==> src/rtl/pipeline_hazard_ctrl.sv <==
// pipeline_hazard_ctrl: central stall/flush controller for the 5-stage pipeline.
// Latency: all controls are combinational from FSM state and current inputs; state updates on posedge clk.
// Backpressure: a pending data-memory access freezes every pipeline register until mem_ack or timeout (ERR).
//
// Ports:
//   clk, rst                   clock; asynchronous active-high reset
//   id_rs1/id_rs2/id_uses_*    source registers of the IF/ID instruction
//   ex_load, ex_rd             load flag and destination of the ID/EXE instruction
//   ex_branch_taken            branch/jump resolved taken in EXE
//   mem_access, mem_ack        EXE/MEM holds a load/store; data memory completion
//   dmem_req                   data memory request
//   ce_*                       clock enables for PC, IF/ID, ID/EXE, EXE/MEM, MEM/WB
//   flush_if_id, flush_id_exe  load a NOP into the register at the next edge
//   mem_err                    sticky memory-timeout error (cleared only by rst)
//   stall_cycles               stall performance counter, present only with PIPE_PERF_CNT_EN
//
// Optional feature macro: PIPE_PERF_CNT_EN (adds the saturating stall_cycles counter).
module pipeline_hazard_ctrl #(
  parameter int MEM_TIMEOUT = 15,
  parameter int TO_W        = 8
`ifdef PIPE_PERF_CNT_EN
  ,
  parameter int CNT_W       = 32
`endif
) (
  input  logic             clk,
  input  logic             rst,
  input  logic [4:0]       id_rs1,
  input  logic [4:0]       id_rs2,
  input  logic             id_uses_rs1,
  input  logic             id_uses_rs2,
  input  logic             ex_load,
  input  logic [4:0]       ex_rd,
  input  logic             ex_branch_taken,
  input  logic             mem_access,
  input  logic             mem_ack,
  output logic             dmem_req,
  output logic             ce_pc,
  output logic             ce_if_id,
  output logic             ce_id_exe,
  output logic             ce_exe_mem,
  output logic             ce_mem_wb,
  output logic             flush_if_id,
  output logic             flush_id_exe,
  output logic             mem_err
`ifdef PIPE_PERF_CNT_EN
  ,
  output logic [CNT_W-1:0] stall_cycles
`endif
);

  typedef enum logic [1:0] {
    RUN      = 2'd0,
    MEM_WAIT = 2'd1,
    ERR      = 2'd2
  } state_t;

  localparam logic [TO_W-1:0] TO_LIM = TO_W'(MEM_TIMEOUT);

  state_t          state;
  logic [TO_W-1:0] wait_cnt;

  logic ack_ok;
  logic load_use;
  logic resolve;

  // An ack only counts while a memory access is actually outstanding.
  assign ack_ok = mem_access & mem_ack;

  assign load_use = ex_load && (ex_rd != 5'd0) &&
                    ((id_uses_rs1 && (id_rs1 == ex_rd)) ||
                     (id_uses_rs2 && (id_rs2 == ex_rd)));

  // Control generation. 'resolve' marks a cycle in which the pipeline is not
  // held by memory, so branch / load-use / normal resolution applies. A branch
  // (or hazard) that sat in the frozen ID/EXE during a memory wait is therefore
  // handled exactly once, in the ack cycle that releases the stall.
  always_comb begin
    dmem_req     = 1'b0;
    ce_pc        = 1'b0;
    ce_if_id     = 1'b0;
    ce_id_exe    = 1'b0;
    ce_exe_mem   = 1'b0;
    ce_mem_wb    = 1'b0;
    flush_if_id  = 1'b0;
    flush_id_exe = 1'b0;
    mem_err      = 1'b0;
    resolve      = 1'b0;

    if (!rst) begin
      case (state)
        RUN: begin
          dmem_req = mem_access;
          resolve  = !mem_access || ack_ok;
        end
        MEM_WAIT: begin
          dmem_req = 1'b1;
          resolve  = ack_ok;
        end
        ERR: begin
          mem_err = 1'b1;
        end
        default: begin
          resolve = 1'b0;
        end
      endcase

      if (resolve) begin
        if (ex_branch_taken) begin
          ce_pc        = 1'b1;
          ce_if_id     = 1'b1;
          ce_id_exe    = 1'b1;
          ce_exe_mem   = 1'b1;
          ce_mem_wb    = 1'b1;
          flush_if_id  = 1'b1;
          flush_id_exe = 1'b1;
        end else if (load_use) begin
          // Hold PC and IF/ID, inject one bubble into ID/EXE. ID/EXE must be
          // enabled for its flush to take effect.
          ce_id_exe    = 1'b1;
          ce_exe_mem   = 1'b1;
          ce_mem_wb    = 1'b1;
          flush_id_exe = 1'b1;
        end else begin
          ce_pc        = 1'b1;
          ce_if_id     = 1'b1;
          ce_id_exe    = 1'b1;
          ce_exe_mem   = 1'b1;
          ce_mem_wb    = 1'b1;
        end
      end
    end
  end

  // State machine and wait counter. Counter holds the number of the current
  // MEM_WAIT cycle (1-based); reaching MEM_TIMEOUT without ack is fatal.
  always_ff @(posedge clk or posedge rst) begin
    if (rst) begin
      state    <= RUN;
      wait_cnt <= '0;
    end else begin
      case (state)
        RUN: begin
          if (mem_access && !mem_ack) begin
            state    <= MEM_WAIT;
            wait_cnt <= TO_W'(1);
          end
        end
        MEM_WAIT: begin
          if (ack_ok) begin
            state    <= RUN;
            wait_cnt <= '0;
          end else if (wait_cnt == TO_LIM) begin
            state <= ERR;
          end else begin
            wait_cnt <= wait_cnt + TO_W'(1);
          end
        end
        ERR: begin
          state <= ERR;
        end
        default: begin
          state    <= RUN;
          wait_cnt <= '0;
        end
      endcase
    end
  end

`ifdef PIPE_PERF_CNT_EN
  // Counts every cycle the front end is held (load-use, memory wait, ERR);
  // saturates rather than wrapping.
  always_ff @(posedge clk or posedge rst) begin
    if (rst) begin
      stall_cycles <= '0;
    end else if (!ce_pc && (stall_cycles != {CNT_W{1'b1}})) begin
      stall_cycles <= stall_cycles + CNT_W'(1);
    end
  end
`endif

endmodule

==> config.mk <==
export PLATFORM = sky130hd
export DESIGN_NAME = pipeline_hazard_ctrl
export DESIGN_NICKNAME = d
export VERILOG_FILES = /design/src/rtl/pipeline_hazard_ctrl.sv
export SDC_FILE = /design/constraint.sdc
export NUM_CORES = 1
export LEC_CHECK = 0
export ABC_AREA = 1
export BUFFER_PORTS_ARGS = -buffer_cell sky130_fd_sc_hd__buf_2
export CAP_MARGIN = 25
export CELL_PAD_IN_SITES_DETAIL_PLACEMENT = 1
export CELL_PAD_IN_SITES_GLOBAL_PLACEMENT = 1
export CORE_MARGIN = 2
export CORE_UTILIZATION = 28
export CTS_CLUSTER_SIZE = 10
export DETAILED_ROUTE_END_ITERATION = 6
export PLACE_DENSITY_LB_ADDON = 0.1
export SLEW_MARGIN = 20
export SYNTH_ARGS = -nofsm -noshare
export SYNTH_HDL_FRONTEND = slang
export SYNTH_SLANG_ARGS = --single-unit
==> constraint.sdc <==
create_clock -name clk -period 1.5 [get_ports clk]
set_input_delay 0.375 -clock clk [delete_from_list [all_inputs] [get_ports clk]]
set_output_delay 0.375 -clock clk [all_outputs]
set_load 0.01 [all_outputs]
==> flow_summary.yaml <==
logic_synthesis:
  netlist_area_sq_um: 876
  synth_top_family_by_area: "simple AND/OR/NAND/NOR gates"
  yosysSeqAreaShare_pct: 28.6
  ys_warn_count: 0
  avgSynthCellArea_sq_um: 5.84
  synthDistinctLibCells: 20
  synthAdderAreaFrac_pct: 1.43
  ys_ff_latch: 10
  muxShareOfSynthArea_pct: 0
  synthXorXnorAreaFrac_pct: 2.00
  synth-simple-area-share_pct: 44.9
  syn_inst: 150
  syn_nets: 174
  synth_compound_area_share_pct: 8.14
timing:
  relSlewSlack_pct: 71.6
  finalHoldViolations: 0
  rsz0062_at_grt: "yes"
  timing.final.ws_setup_ns: -0.330
  max_slew.worst_pin.slew_ns: 0.425
  fin_crit_ns: 1.83
  drv_slew: 0
  skew_ns: 0.00199
  hold_slack_ns: 0.146
  max_freq_mhz: 547
  finalSetupViolCount: 10
  fin_crit_sh_pct: 122
pwr:
  irDropWorstVdd_v: 0.000612
  leakage_nw: 0.812
  power_mw: 1.39
  powerDensity_nw_per_um2: 1010
global_routing:
  grt_first_pass_wirelength_mm: 4.89
  grt_max_degree: 11
  antenna_found_initial: 0
  grt_pass1_vias: 1179
  grt.overflow.total: 0
  track_usage_pct: 18.0
floorplan:
  die_area_sq_um: 3590
  initial_utilization_pct: 29.2
  rows: 20
  io_pins: 32
  die_w_um: 59.9
  core_area_sq_um: 3000
  die_h_um: 59.9
drt:
  drt_iter0_drc: 8
  wl_per_cell_um: 11.5
  drc: 0
  drt-total-wl_mm: 2.81
  via_per_inst: 4.64
  drt-pass1-iter-count: 3
  vias: 1132
  detail-route-antenna-nets: 0
critical_path:
  cp_max_fo: 4
  cp-end-kind: "output port"
  crit_type: "flip-flop to output port"
  reg2reg_slack_ns: -0.30
  rr_worst_depth: 12
  r2r_end: "wait_cnt[0]$_DFFE_PP0P_"
  timing.rr.start: "state[1]$_DFFE_PP0P_"
  arrival_ns: 1.45
  crit_required_ns: 1.12
  critPathLaunchType: "flip-flop"
cells_and_area:
  final_cells: 244
  drive_gt1_share_pct: 42.2
  final_common_cell: "nand2_1"
  fillers: 426
  syn_to_final_growth_pct: 57.0
  n_antenna_cell: 0
  utilization_pct: 45.8
  layout_common_cells: "56 x nand2_1, 31 x buf_4, 29 x buf_2"
  final_nets: 237
clock_tree:
  clockBufferDepth: 2
  cts_hold_buffers: 0
  root_buffer: "clkbuf_4"
  cts_sinks: 10
  cts_tree: "done"
  clock_latency_ns: 0.27
  numCtsBuffers: 3
  cts.clk_slew.worst_paths_ns: 0.07
  cts_max_level: 1
place:
  dp.cells: 231
  post-place-ws_ns: -0.145
  dp_hpwl_mm: 2.22
  port_buffers: 31
  place_congestion: 0.749
run_status:
  violations: "negative setup slack"
  status: "complete, but fails checks"
min_path:
  hp-class: "input port to asynchronous set/reset pin"
job:
  max_cap_violations: 0
-- how the worst max path moves through the flow --
stage                         start            to  slack, ns
2_1_floorplan  state[1]$_DFFE_PP0P_         ce_pc      -0.07
3_3_place_gp               ex_rd[2]      ce_if_id      -0.15
3_5_place_dp               ex_rd[2]         ce_pc      -0.15
4_1_cts        state[1]$_DFFE_PP0P_  flush_id_exe      -0.33
5_1_grt        state[1]$_DFFE_PP0P_  flush_id_exe      -0.43
6_report       state[1]$_DFFE_PP0P_         ce_pc      -0.33
-- timing repair --
| action | CTS | global route |
|---|---|---|
| gates resized for setup | 8 | 11 |
| setup endpoints to repair | 9 | 17 |
| pin swaps | 3 | 5 |
| setup buffers | 9 | 1 |
-- worst max-delay path, stage by stage, from the launching register on --
cell     delay [ns]
dfrtp_2        0.45
inv_2          0.09
nand2_4        0.06
nor2_4         0.09
a21oi_2        0.05
nor2_4         0.17
nand2_2        0.09
nand2_2        0.09
buf_6          0.10
-- power by group --
| part | switching, mW | total (mW) | leakage (nW) | internal [mW] |
|---|---|---|---|---|
| registers | 0.0397 | 0.364 | 0.131 | 0.324 |
| logic | 0.429 | 0.834 | 0.667 | 0.404 |
| clock network | 0.0977 | 0.190 | 0.0138 | 0.0928 |
-- through the flow --
step / cell area [sq um] / TNS (ns)
after floorplan: 896 / -0.0687
after global placement: 1210 / -0.634
after detailed placement: 1210 / -0.785
after CTS: 1330 / -2.43
after global routing: 1380 / -3.56
final: 1380 / -2.83
-- final cells by class --
class / instances / area, sq um / area share (%)
Timing Repair Buffer: 62 / 400 / 29.1
Multi-Input combinational cell: 110 / 562 / 40.9
Tap cell: 33 / 41.3 / 3.00
Clock buffer: 3 / 22.5 / 1.64
Sequential cell: 10 / 251 / 18.3
Inverter: 26 / 97.6 / 7.10
-- flip-flops by register name, indices dropped and copies added (netlist names) --
signal / count
state: 2
wait_cnt: 8
-- cells in the mapped netlist --
master / n / area share [%]
nor2_1: 17 / 7.3
inv_2: 1 / 0.43
nor2_4: 1 / 1.3
buf_4: 3 / 2.6
a211oi_1: 1 / 0.86
ha_1: 1 / 1.4
or2_2: 1 / 0.71
nor2_2: 2 / 1.4
o22ai_1: 1 / 0.71
a21oi_1: 2 / 1.1
buf_6: 1 / 1.3
o21ai_2: 2 / 2.0
nor3b_1: 1 / 0.86
xor2_1: 2 / 2.0
inv_1: 25 / 11
nand3_1: 10 / 5.7
dfrtp_1: 10 / 29
nand2_1: 61 / 26
o21ai_0: 6 / 3.4
nand4_1: 2 / 1.4
-- cells by family after synthesis --
kind of cell,Yosys count
compound gates,12
xor+xnor,2
fa+ha+maj,1
simple gates,95
buf+inv,30
flops,10
-- routing by layer --
layer	track usage (%)	vias to the layer above	routed length, um
li1	-	576	-
met1	21.8	527	1260
met2	32.0	25	1400
met3	4.76	4	106
met4	3.17	0	34
met5	0	-	0
Power figures use the tool's default switching activity.
